<file path="config.mk">
export PLATFORM = sky130hd
export DESIGN_NAME = mul4_fitness_scorer
export DESIGN_NICKNAME = d
export VERILOG_FILES = /design/src/rtl/mul4_fitness_scorer.sv
export SDC_FILE = /design/constraint.sdc
export NUM_CORES = 1
export LEC_CHECK = 0
export ABC_AREA = 1
export CAP_MARGIN = 0
export CORE_MARGIN = 4
export CORE_UTILIZATION = 50
export DETAILED_ROUTE_END_ITERATION = 16
export MAX_ROUTING_LAYER = met4
export PLACE_DENSITY_LB_ADDON = 0.12
export RECOVER_POWER = 50
export SYNTH_ARGS = -nofsm -noshare
export SYNTH_HDL_FRONTEND = slang
export SYNTH_SLANG_ARGS = --single-unit
</file>
<file path="constraint.sdc">
create_clock -name clk -period 24.5 [get_ports clk]
set_input_delay 6.125 -clock clk [delete_from_list [all_inputs] [get_ports clk]]
set_output_delay 6.125 -clock clk [all_outputs]
set_load 0.01 [all_outputs]
</file>
<file path="src/rtl/mul4_fitness_scorer.sv">
`default_nettype none
// ============================================================================
// Module   : mul4_fitness_scorer
// Purpose  : Scores a bit-sliced 2x2 multiplier candidate against the golden
//            product, accumulating matching output bits over a run of beats.
// Revision : 1.0  initial release
// ============================================================================
module mul4_fitness_scorer #(
    parameter int NUM_BEATS = 4,
    parameter int SCORE_W   = 16
) (
    input  logic               clk,
    input  logic               rst,
    input  logic               start,
    input  logic               in_valid,
    output logic               in_ready,
    input  logic [15:0]        a1,
    input  logic [15:0]        a0,
    input  logic [15:0]        b1,
    input  logic [15:0]        b0,
    input  logic [15:0]        y3,
    input  logic [15:0]        y2,
    input  logic [15:0]        y1,
    input  logic [15:0]        y0,
    output logic               busy,
    output logic               done_valid,
    input  logic               done_ready,
    output logic [SCORE_W-1:0] score,
    output logic               perfect
);

    localparam logic [1:0] c_IDLE   = 2'd0;
    localparam logic [1:0] c_RUN    = 2'd1;
    localparam logic [1:0] c_DRAIN  = 2'd2;
    localparam logic [1:0] c_REPORT = 2'd3;

    localparam logic [7:0]         c_LAST_BEAT  = 8'(NUM_BEATS - 1);
    localparam logic [SCORE_W-1:0] c_FULL_SCORE = SCORE_W'(64 * NUM_BEATS);

    logic [1:0]         r_state;
    logic [1:0]         w_state_next;
    logic [7:0]         r_beat_cnt;
    logic [6:0]         r_hits;
    logic [6:0]         w_hits;
    logic               r_s1_valid;
    logic [SCORE_W-1:0] r_acc;
    logic [SCORE_W-1:0] w_acc_sum;
    logic [SCORE_W-1:0] r_score;
    logic               r_perfect;
    logic               w_xfer;
    logic               w_last_xfer;
    logic               w_in_ready;
    logic               w_busy;
    logic               w_done_valid;
    logic [3:0]         w_prod;
    logic [3:0]         w_cand;
    logic [3:0]         w_match;

    // Per lane: golden 2x2 product versus candidate nibble, count equal bits.
    always_comb begin
        w_hits  = '0;
        w_prod  = '0;
        w_cand  = '0;
        w_match = '0;
        for (int i = 0; i < 16; i++) begin
            w_prod  = 4'({a1[i], a0[i]}) * 4'({b1[i], b0[i]});
            w_cand  = {y3[i], y2[i], y1[i], y0[i]};
            w_match = ~(w_prod ^ w_cand);
            for (int k = 0; k < 4; k++) begin
                w_hits = w_hits + 7'(w_match[k]);
            end
        end
    end

    assign w_xfer      = in_valid && w_in_ready;
    assign w_last_xfer = w_xfer && (r_beat_cnt == c_LAST_BEAT);
    assign w_acc_sum   = r_s1_valid ? (r_acc + SCORE_W'(r_hits)) : r_acc;

    always_ff @(posedge clk) begin
        if (rst) begin
            r_state <= c_IDLE;
        end else begin
            r_state <= w_state_next;
        end
    end

    always_comb begin
        w_state_next = r_state;
        case (r_state)
            c_IDLE:   if (start)       w_state_next = c_RUN;
            c_RUN:    if (w_last_xfer) w_state_next = c_DRAIN;
            c_DRAIN:                   w_state_next = c_REPORT;
            c_REPORT: if (done_ready)  w_state_next = c_IDLE;
            default:                   w_state_next = c_IDLE;
        endcase
    end

    // Handshake outputs decode the state register only, so in_ready never
    // depends combinationally on in_valid or done_ready.
    always_comb begin
        w_in_ready   = 1'b0;
        w_busy       = 1'b0;
        w_done_valid = 1'b0;
        case (r_state)
            c_RUN: begin
                w_in_ready = 1'b1;
                w_busy     = 1'b1;
            end
            c_DRAIN:  w_busy       = 1'b1;
            c_REPORT: w_done_valid = 1'b1;
            default: ;
        endcase
    end

    always_ff @(posedge clk) begin
        if (rst) begin
            r_beat_cnt <= '0;
            r_hits     <= '0;
            r_s1_valid <= 1'b0;
            r_acc      <= '0;
            r_score    <= '0;
            r_perfect  <= 1'b0;
        end else begin
            r_s1_valid <= w_xfer;
            if (w_xfer) begin
                r_hits     <= w_hits;
                r_beat_cnt <= r_beat_cnt + 8'd1;
            end
            if (r_state == c_IDLE && start) begin
                r_acc      <= '0;
                r_beat_cnt <= '0;
            end else begin
                r_acc <= w_acc_sum;
            end
            // Result registers only move when a run completes, so they hold
            // through REPORT and across the following IDLE.
            if (r_state == c_DRAIN) begin
                r_score   <= w_acc_sum;
                r_perfect <= (w_acc_sum == c_FULL_SCORE);
            end
        end
    end

    assign in_ready   = w_in_ready;
    assign busy       = w_busy;
    assign done_valid = w_done_valid;
    assign score      = r_score;
    assign perfect    = r_perfect;

endmodule
`default_nettype wire

</file>
==> results of run 1 <==
[critical path, delay by kind of cell]
kind	cells	cell delay [ps]
adder cells (fa/ha/maj)	12	5160
buffers and inverters	7	740
XOR/XNOR	2	250
AND/OR/NAND/NOR	1	70
AO/OA/AOI/OAI	2	420
[state kept, by name, summed over array words and instances, names as in the netlist]
signal / flops
score: 16
perfect: 1
r_beat_cnt: 8
r_acc: 16
r_hits: 7
r_state: 2
r_s1_valid: 1
[per-stage QoR]
step                      std cells  cell area [um^2]  hold WS, ps
after floorplan                 743              5650          442
after global placement         1025              7300          455
after detailed placement       1025              7300          471
after CTS                      1033              7450          481
after global routing           1033              7450          520
final                          1033              7450          478
[layout by cell type, fill, tap and decap left out, drive strengths merged]
cell	netlist	final
nor2	52	52
a211oi	1	1
clkdlybuf4s50	0	134
a21oi	20	20
dfxtp	51	51
clkinv	2	3
nand4	5	5
o21ai	21	21
nand3	30	30
clkinvlp	0	1
dlygate4sd3	0	18
nor4	2	2
o211ai	12	12
or2	2	2
nand3b	5	5
nand2	172	172
ha	60	60
xnor2	28	28
a21boi	1	1
o22ai	1	1
a31oi	1	1
nor3	6	6
fa	55	55
a21o	1	1
clkbuf	6	5
xor2	40	40
nor3b	1	1
inv	164	165
[final cells by class]
cell class	instances	area (um^2)	share of cell area (%)
multi-input combinational	516	3960	53.1
timing repair buffer	152	1520	20.4
sequential	51	1020	13.7
inverter	166	623	8.36
tap	140	175	2.35
clock buffer	5	125	1.68
clock inverter	3	27.5	0.369
[kinds of logic after synthesis]
logic type / after synthesis
flops: 51
buf+inv: 176
xor+xnor: 68
compound gates: 58
fa+ha+maj: 115
simple gates: 275
[worst min path at each step]
stage                     to  slack (ps)
6_report       r_beat_cnt[7]         480
3_5_place_dp   r_beat_cnt[7]         470
2_1_floorplan  r_beat_cnt[7]         440
4_1_cts        r_beat_cnt[7]         480
3_3_place_gp   r_beat_cnt[7]         450
5_1_grt        r_beat_cnt[7]         520
[routing by layer]
layer	track usage, %	vias to the layer above	part of all wire (%)	routed length, um
met4	3.48	0	0.77	106
li1	-	2542	-	-
met5	-	-	0	0
met1	30.9	2331	46	6310
met2	37.6	141	48	6660
met3	3.44	12	5.6	781
==> metrics, run 1 <==
Cells on Worst Hold Path 2; Max clock buf depth 2; initial core utilization 51.7%; Synth Area in Adders 32.8%; post-synthesis xor/xnor area fraction 10.5%; clock sinks 51; clock slew seen by the registers of the worst setup and hold paths 70 ps; reg-to-reg startpoint r_state[0]; Final GP Congestion 0.886; H-tree levels 2; startpoint types input pin; crit-path max cell delay 570 ps; synth cell count leaders nand2_1 (165), inv_1 (152), ha_1 (60), fa_1 (55), dfxtp_1 (51); critical-path cell list clkdlybuf4s50_1, nand2_1, inv_1, ha_1, ha_1, xnor2_1, fa_1, inv_1, fa_1, inv_1, fa_1, fa_1, inv_1, fa_1, inv_1, fa_1, fa_1, fa_1, ha_1, fa_1, a31oi_1, xor2_1, o21ai_0, inv_1; fmax 79.7 MHz; fin. max-slew vios 0; CTS hold repair buffers 0; largest family of logic cells by synthesized area adder cells; RR Endpoint perfect; post-CTS resize count 0; setup TNS 0 ps; Mapped Avg Cell Area 7.60 um^2; Nets 1140; slowest CP cell fa_1; FF-to-FF path depth 12; Crit. End Element register; Synthesized Nets 991; # Post-CTS Setup Buffers 0; Setup Crit Path Kind input pin to register; min-delay src r_beat_cnt[7]; Tot GR Track Use 22.9%; synthesized cell area 5650 um^2; row count 38; Worst Tran Pin Value 1050 ps; vias after detailed routing 5026; WP data arrival 12740 ps; Yosys cell types 36; Yosys reg bits 51; share of the synthesized area in the top cell type 19.5%; dpl hpwl 12100 um; Setup Skew 3.21 ps; MaxCap Viol Count 0; io pins 153; dpl ws 11600 ps; status completed; required time worst endpoint 24700 ps; Synth warnings 0; antenna viol nets, final 0; critical path fanouts, max 2; RSZ-0062 raised after global routing no; Layout area overhead 31.9%; drt wl/cell 13.4 um; Simple-Gate Fraction of Synth Area 20.9%; r2r setup slk 21920 ps; final worst path period need 12550 ps; DRC 0; final wirelength 13900 um; port bufs 152; fraction of registers with async set/reset 0%; Synth area leader fa_1; Post-Syn Instances 743; Setup-failing EPs final 0; Post-synth EDFFs 0; final core occ 68.2%; share of cells above drive strength 1 4.14%; core area 10900 um^2; clock root buffer clkbuf_16; clock latency on the worst-skew pair 300 ps; register area share after synthesis 18.1%; DR pass1 iterations 4; Main synth FF type dfxtp_1; die area 13100 um^2; Worst Hold Class register to register; pin count of the biggest net entering global routing 33; diode count 0; Critical Path Sink r_hits[4]; first-pass GRT wire length 23700 um; initial drt markers 222; post-synthesis compound-gate area fraction 5.91%; Die Height 114 um; CTS tree yes; fill cell count 917; most numerous cell in the Yosys netlist nand2_1; vias in the first global route 5296; die width 114 um; final hold vios 0; top cells by area, synth fa_1 (19%), dfxtp_1 (18%), ha_1 (13%); Crit path top cell by count fa_1; initial antenna violation count 0; mean number of vias per cell 4.87; headroom to the max-slew limit 30.3%; CTS Buf Count 5; Final Worst Setup Slack 11950 ps; Critical path origin b1[10]; post-synthesis mux area share 0%; fin crit share 51.2%; GRT overflow 0
Power of run 1 is left out: the tool's default activity adds up to more than one toggle a clock period on the data nets, which glitch-free logic cannot reach.
==> inputs of run 2 (changes only) <==
- CORE_UTILIZATION: 50 -> 45
- clock period: 24.5 -> 10.45 ns (I/O delays scaled with it)
==> run 2 against run 1 <==
Net effect: largest cell class unchanged; global-route usage fell by 3.1 points; sequential cell count did not move; design area rose by 0.72%; utilization fell by 6.4 points; via count fell by 2.5%; clock skew rose by 3.7 ps; setup slack got worse by 10000 ps; register-to-register slack got worse by 14000 ps.
==> metrics, run 2 (synthesis gave the netlist of run 1 again) <==
final wirelength 13600 um; RSZ-0062 raised after global routing no; clock root buffer clkbuf_16; final worst path period need 8930 ps; Non-Filler Instances 1061; antenna viol nets, final 0; WP data arrival 9120 ps; setup TNS 0 ps; most frequent cells in the layout nand2_1 (165), inv_1 (152), clkdlybuf4s50_1 (133); initial drt markers 133; critical path fanouts, max 2; design area 7510 um^2; dpl hpwl 12000 um; Setup Crit Path Kind input pin to register; Layout area overhead 32.9%; MaxCap Viol Count 0; CTS Buf Count 5; initial antenna violation count 0; clock sinks 51; row count 40; first-pass GRT wire length 22900 um; headroom to the max-slew limit 30.9%; Critical path origin a0[10]; final core occ 61.7%; io pins 153; Setup-failing EPs final 0; Crit. End Element register; CTS tree yes; required time worst endpoint 10630 ps; clock slew seen by the registers of the worst setup and hold paths 70 ps; GRT overflow 0; drt wl/cell 12.8 um; vias in the first global route 5034; fill cell count 1085; fin crit share 85.5%; Setup Skew 6.91 ps; clock latency on the worst-skew pair 290 ps; pin count of the biggest net entering global routing 33; fin. max-slew vios 0; Worst Tran Pin Value 1040 ps; vias after detailed routing 4901; die width 120 um; initial core utilization 46.5%; # Post-CTS Setup Buffers 0; final hold vios 0; Die Height 120 um; CTS hold repair buffers 0; Nets 1140; placed instance area 7340 um^2; share of cells above drive strength 1 4.14%; Worst Hold Class register to register; DR pass1 iterations 4; min-delay src score[4]; Tot GR Track Use 19.8%; Cells after DPL 1053; post-CTS resize count 0; core area 12200 um^2; diode count 0; die area 14400 um^2; Final GP Congestion 0.854; DRC 0; Max clock buf depth 2; status completed; H-tree levels 2; most common cell after layout, fill and taps aside nand2_1; mean number of vias per cell 4.62; port bufs 152; reg-to-reg startpoint r_state[0]; fmax 112 MHz; startpoint types input pin
-- run 2: cell types whose count changed in the layout (fill, tap and decap cells not counted), sizes merged --
cell / before / now
dlygate4sd3: 18 / 19
bufinv: 0 / 1
clkdlybuf4s50: 134 / 133
clkinv: 3 / 2
-- run 2: path summary, 6_finish.rpt --
kind	endpoint	slack, ps	cells past startpoint
worst max-delay path	r_hits[4]	1520	24
worst min-delay path	score[4]	480	2
worst max register to register	perfect	7890	12
worst min register to register	score[4]	480	2
-- run 2: stage by stage --
step                      hold slack [ps]  setup WS (ps)
after floorplan                       442           1880
after global placement                458           1280
after detailed placement              467           1160
after CTS                             486           1460
after global routing                  494           1160
final                                 479           1520
-- run 2: layout make-up --
cell class / count / area [um^2] / area share [%]
Multi-Input combinational cell: 516 / 3960 / 52.8
Clock buffer: 5 / 125 / 1.67
Clock inverter: 3 / 46.3 / 0.617
Timing Repair Buffer: 152 / 1520 / 20.3
Inverter: 166 / 623 / 8.30
Tap cell: 168 / 210 / 2.80
Sequential cell: 51 / 1020 / 13.6
-- run 2: routing by layer --
metal	track usage, %	routed length (um)
met1	27.0	6430
met3	3.25	777
met5	-	0
met2	31.5	6230
met4	3.51	158
-- run 2: critical path: stages --
cell and delay (ps):
clkdlybuf4s50_1 430, nand2_1 80, inv_1 40, ha_1 180, ha_1 180, xnor2_1 140, fa_1 540, inv_1 50
fa_1 490, inv_1 50, fa_1 510, fa_1 550, inv_1 50, fa_1 490, inv_1 50, fa_1 470
fa_1 520, fa_1 490, ha_1 240, fa_1 410, a31oi_1 250, xor2_1 90, o21ai_0 140, inv_1 50
Power of run 2 is left out for the same reason.
==> inputs of run 3 (changes only) <==
- REMOVE_ABC_BUFFERS: unset -> 1
==> run 3 against run 2 <==
Net effect: routed wire length is 1.6% lower; utilization fell by 0.16 points; setup slack better by 12 ps; cell count barely moved; count of clock-buffer cells in the layout stayed put; worst hold slack lost 4.1 ps; global-route usage up 0.45 points; die area stayed put; critical path type unchanged; critical endpoint unchanged; largest cell class unchanged.
==> metrics, run 3 (synthesis gave the netlist of run 1 again) <==
status completed; design area 7490 um^2; Tot GR Track Use 20.2%; GRT overflow 0; fmax 112 MHz; Layout area overhead 32.5%; WP data arrival 9110 ps; Crit. End Element register; Setup-failing EPs final 0; setup TNS 0 ps; # Post-CTS Setup Buffers 0; CTS Buf Count 5; Setup Skew 9.41 ps; DR WL met3 573 um; initial drt markers 184; DRC 0; final hold vios 0; MaxCap Viol Count 0; Multi-input gate area 3960 um^2; reg-to-reg startpoint r_hits[0]; startpoint types input pin; required time worst endpoint 10640 ps; Met2 Wirelength 6310 um; top layer used by detailed routing met4; share of cells above drive strength 1 4.25%; FF-to-FF path depth 15; initial core utilization 46.5%; fin crit share 85.4%; M1 WL 6410 um; clock latency on the worst-skew pair 300 ps; final worst path period need 8920 ps; die width 120 um; Setup Crit Path Kind input pin to register; core area 12200 um^2; die area 14400 um^2; Worst Tran Pin Value 694 ps; Die Height 120 um; drt wl/cell 12.6 um; Nets 1141; most common cell after layout, fill and taps aside nand2_1; DR pass1 iterations 5; post-CTS resize count 0; Final GP Congestion 0.914; area taken by flip-flops and latches 1020 um^2; antenna viol nets, final 0; H-tree levels 2; CTS tree yes; Critical path origin b1[10]; headroom to the max-slew limit 53.6%; mean number of vias per cell 4.58; CTS hold repair buffers 0; most frequent cells in the layout nand2_1 (165), inv_1 (152), clkdlybuf4s50_1 (133); critical path fanouts, max 2; vias in the first global route 5138; Cells on Worst Hold Path 2; placed instance area 7340 um^2; row count 40; io pins 153; first-pass GRT wire length 23300 um; diode count 0; dpl hpwl 11800 um; clock root buffer clkbuf_16; vias after detailed routing 4869; fin. max-slew vios 0; min-delay src score[11]; final wirelength 13400 um; clock sinks 51; Worst Hold Class register to register; RSZ-0062 raised after global routing no; port bufs 152; pin count of the biggest net entering global routing 32; clock slew seen by the registers of the worst setup and hold paths 70 ps; Max clock buf depth 2; fill cell count 1108; initial antenna violation count 0
==> run 3: changes by cell type in the layout (fill, tap and decap cells not counted) <==
cell and delta:
buf_4 +1, clkinvlp_4 -1, bufinv_16 -1, clkinv_2 +2
==> run 3: worst paths after layout <==
kind,endpoint,slack [ps]
setup / recovery,r_hits[4],1530
hold / removal,score[11],470
setup reg to reg,perfect,8130
hold reg to reg,score[11],470
==> run 3: per-layer routing <==
metal | up-vias | global-route usage (%)
met2 | 109 | 33.0
met5 | - | -
met1 | 2193 | 27.5
met4 | 0 | 2.43
met3 | 8 | 3.30
li1 | 2559 | -
==> run 3: per-stage QoR <==
| step | hold slack [ps] | utilization [%] | std cells | worst slack, ps |
|---|---|---|---|---|
| 4_1_cts | 481 | 61.6 | 1062 | 1500 |
| 3_5_place_dp | 465 | 60.4 | 1054 | 1180 |
| 2_1_floorplan | 442 | - | 733 | 1880 |
| 5_1_grt | 492 | 61.6 | 1062 | 1090 |
| 3_3_place_gp | 457 | 60.4 | 1054 | 1260 |
| 6_report | 475 | 61.6 | 1062 | 1530 |
==> run 3: layout make-up <==
class	instances	share of cell area [%]
well taps	168	2.81
repair buffers	153	20.4
clock inverters	3	0.251
inverters	166	8.32
clock buffers	5	1.67
flip-flops and latches	51	13.6
multi-input cells	516	52.9
==> run 3: worst max-delay path, cell delays in order <==
cell and delay [ps]:
clkdlybuf4s50_1 420, nand2_1 70, inv_1 40, ha_1 190, ha_1 190, xnor2_1 150
fa_1 540, inv_1 50, fa_1 490, inv_1 50, fa_1 500, fa_1 560
inv_1 60, fa_1 500, inv_1 50, fa_1 460, fa_1 520, fa_1 490
ha_1 240, fa_1 400, a31oi_1 250, xor2_1 90, o21ai_0 150, inv_1 50
Power of run 3 is left out for the same reason.
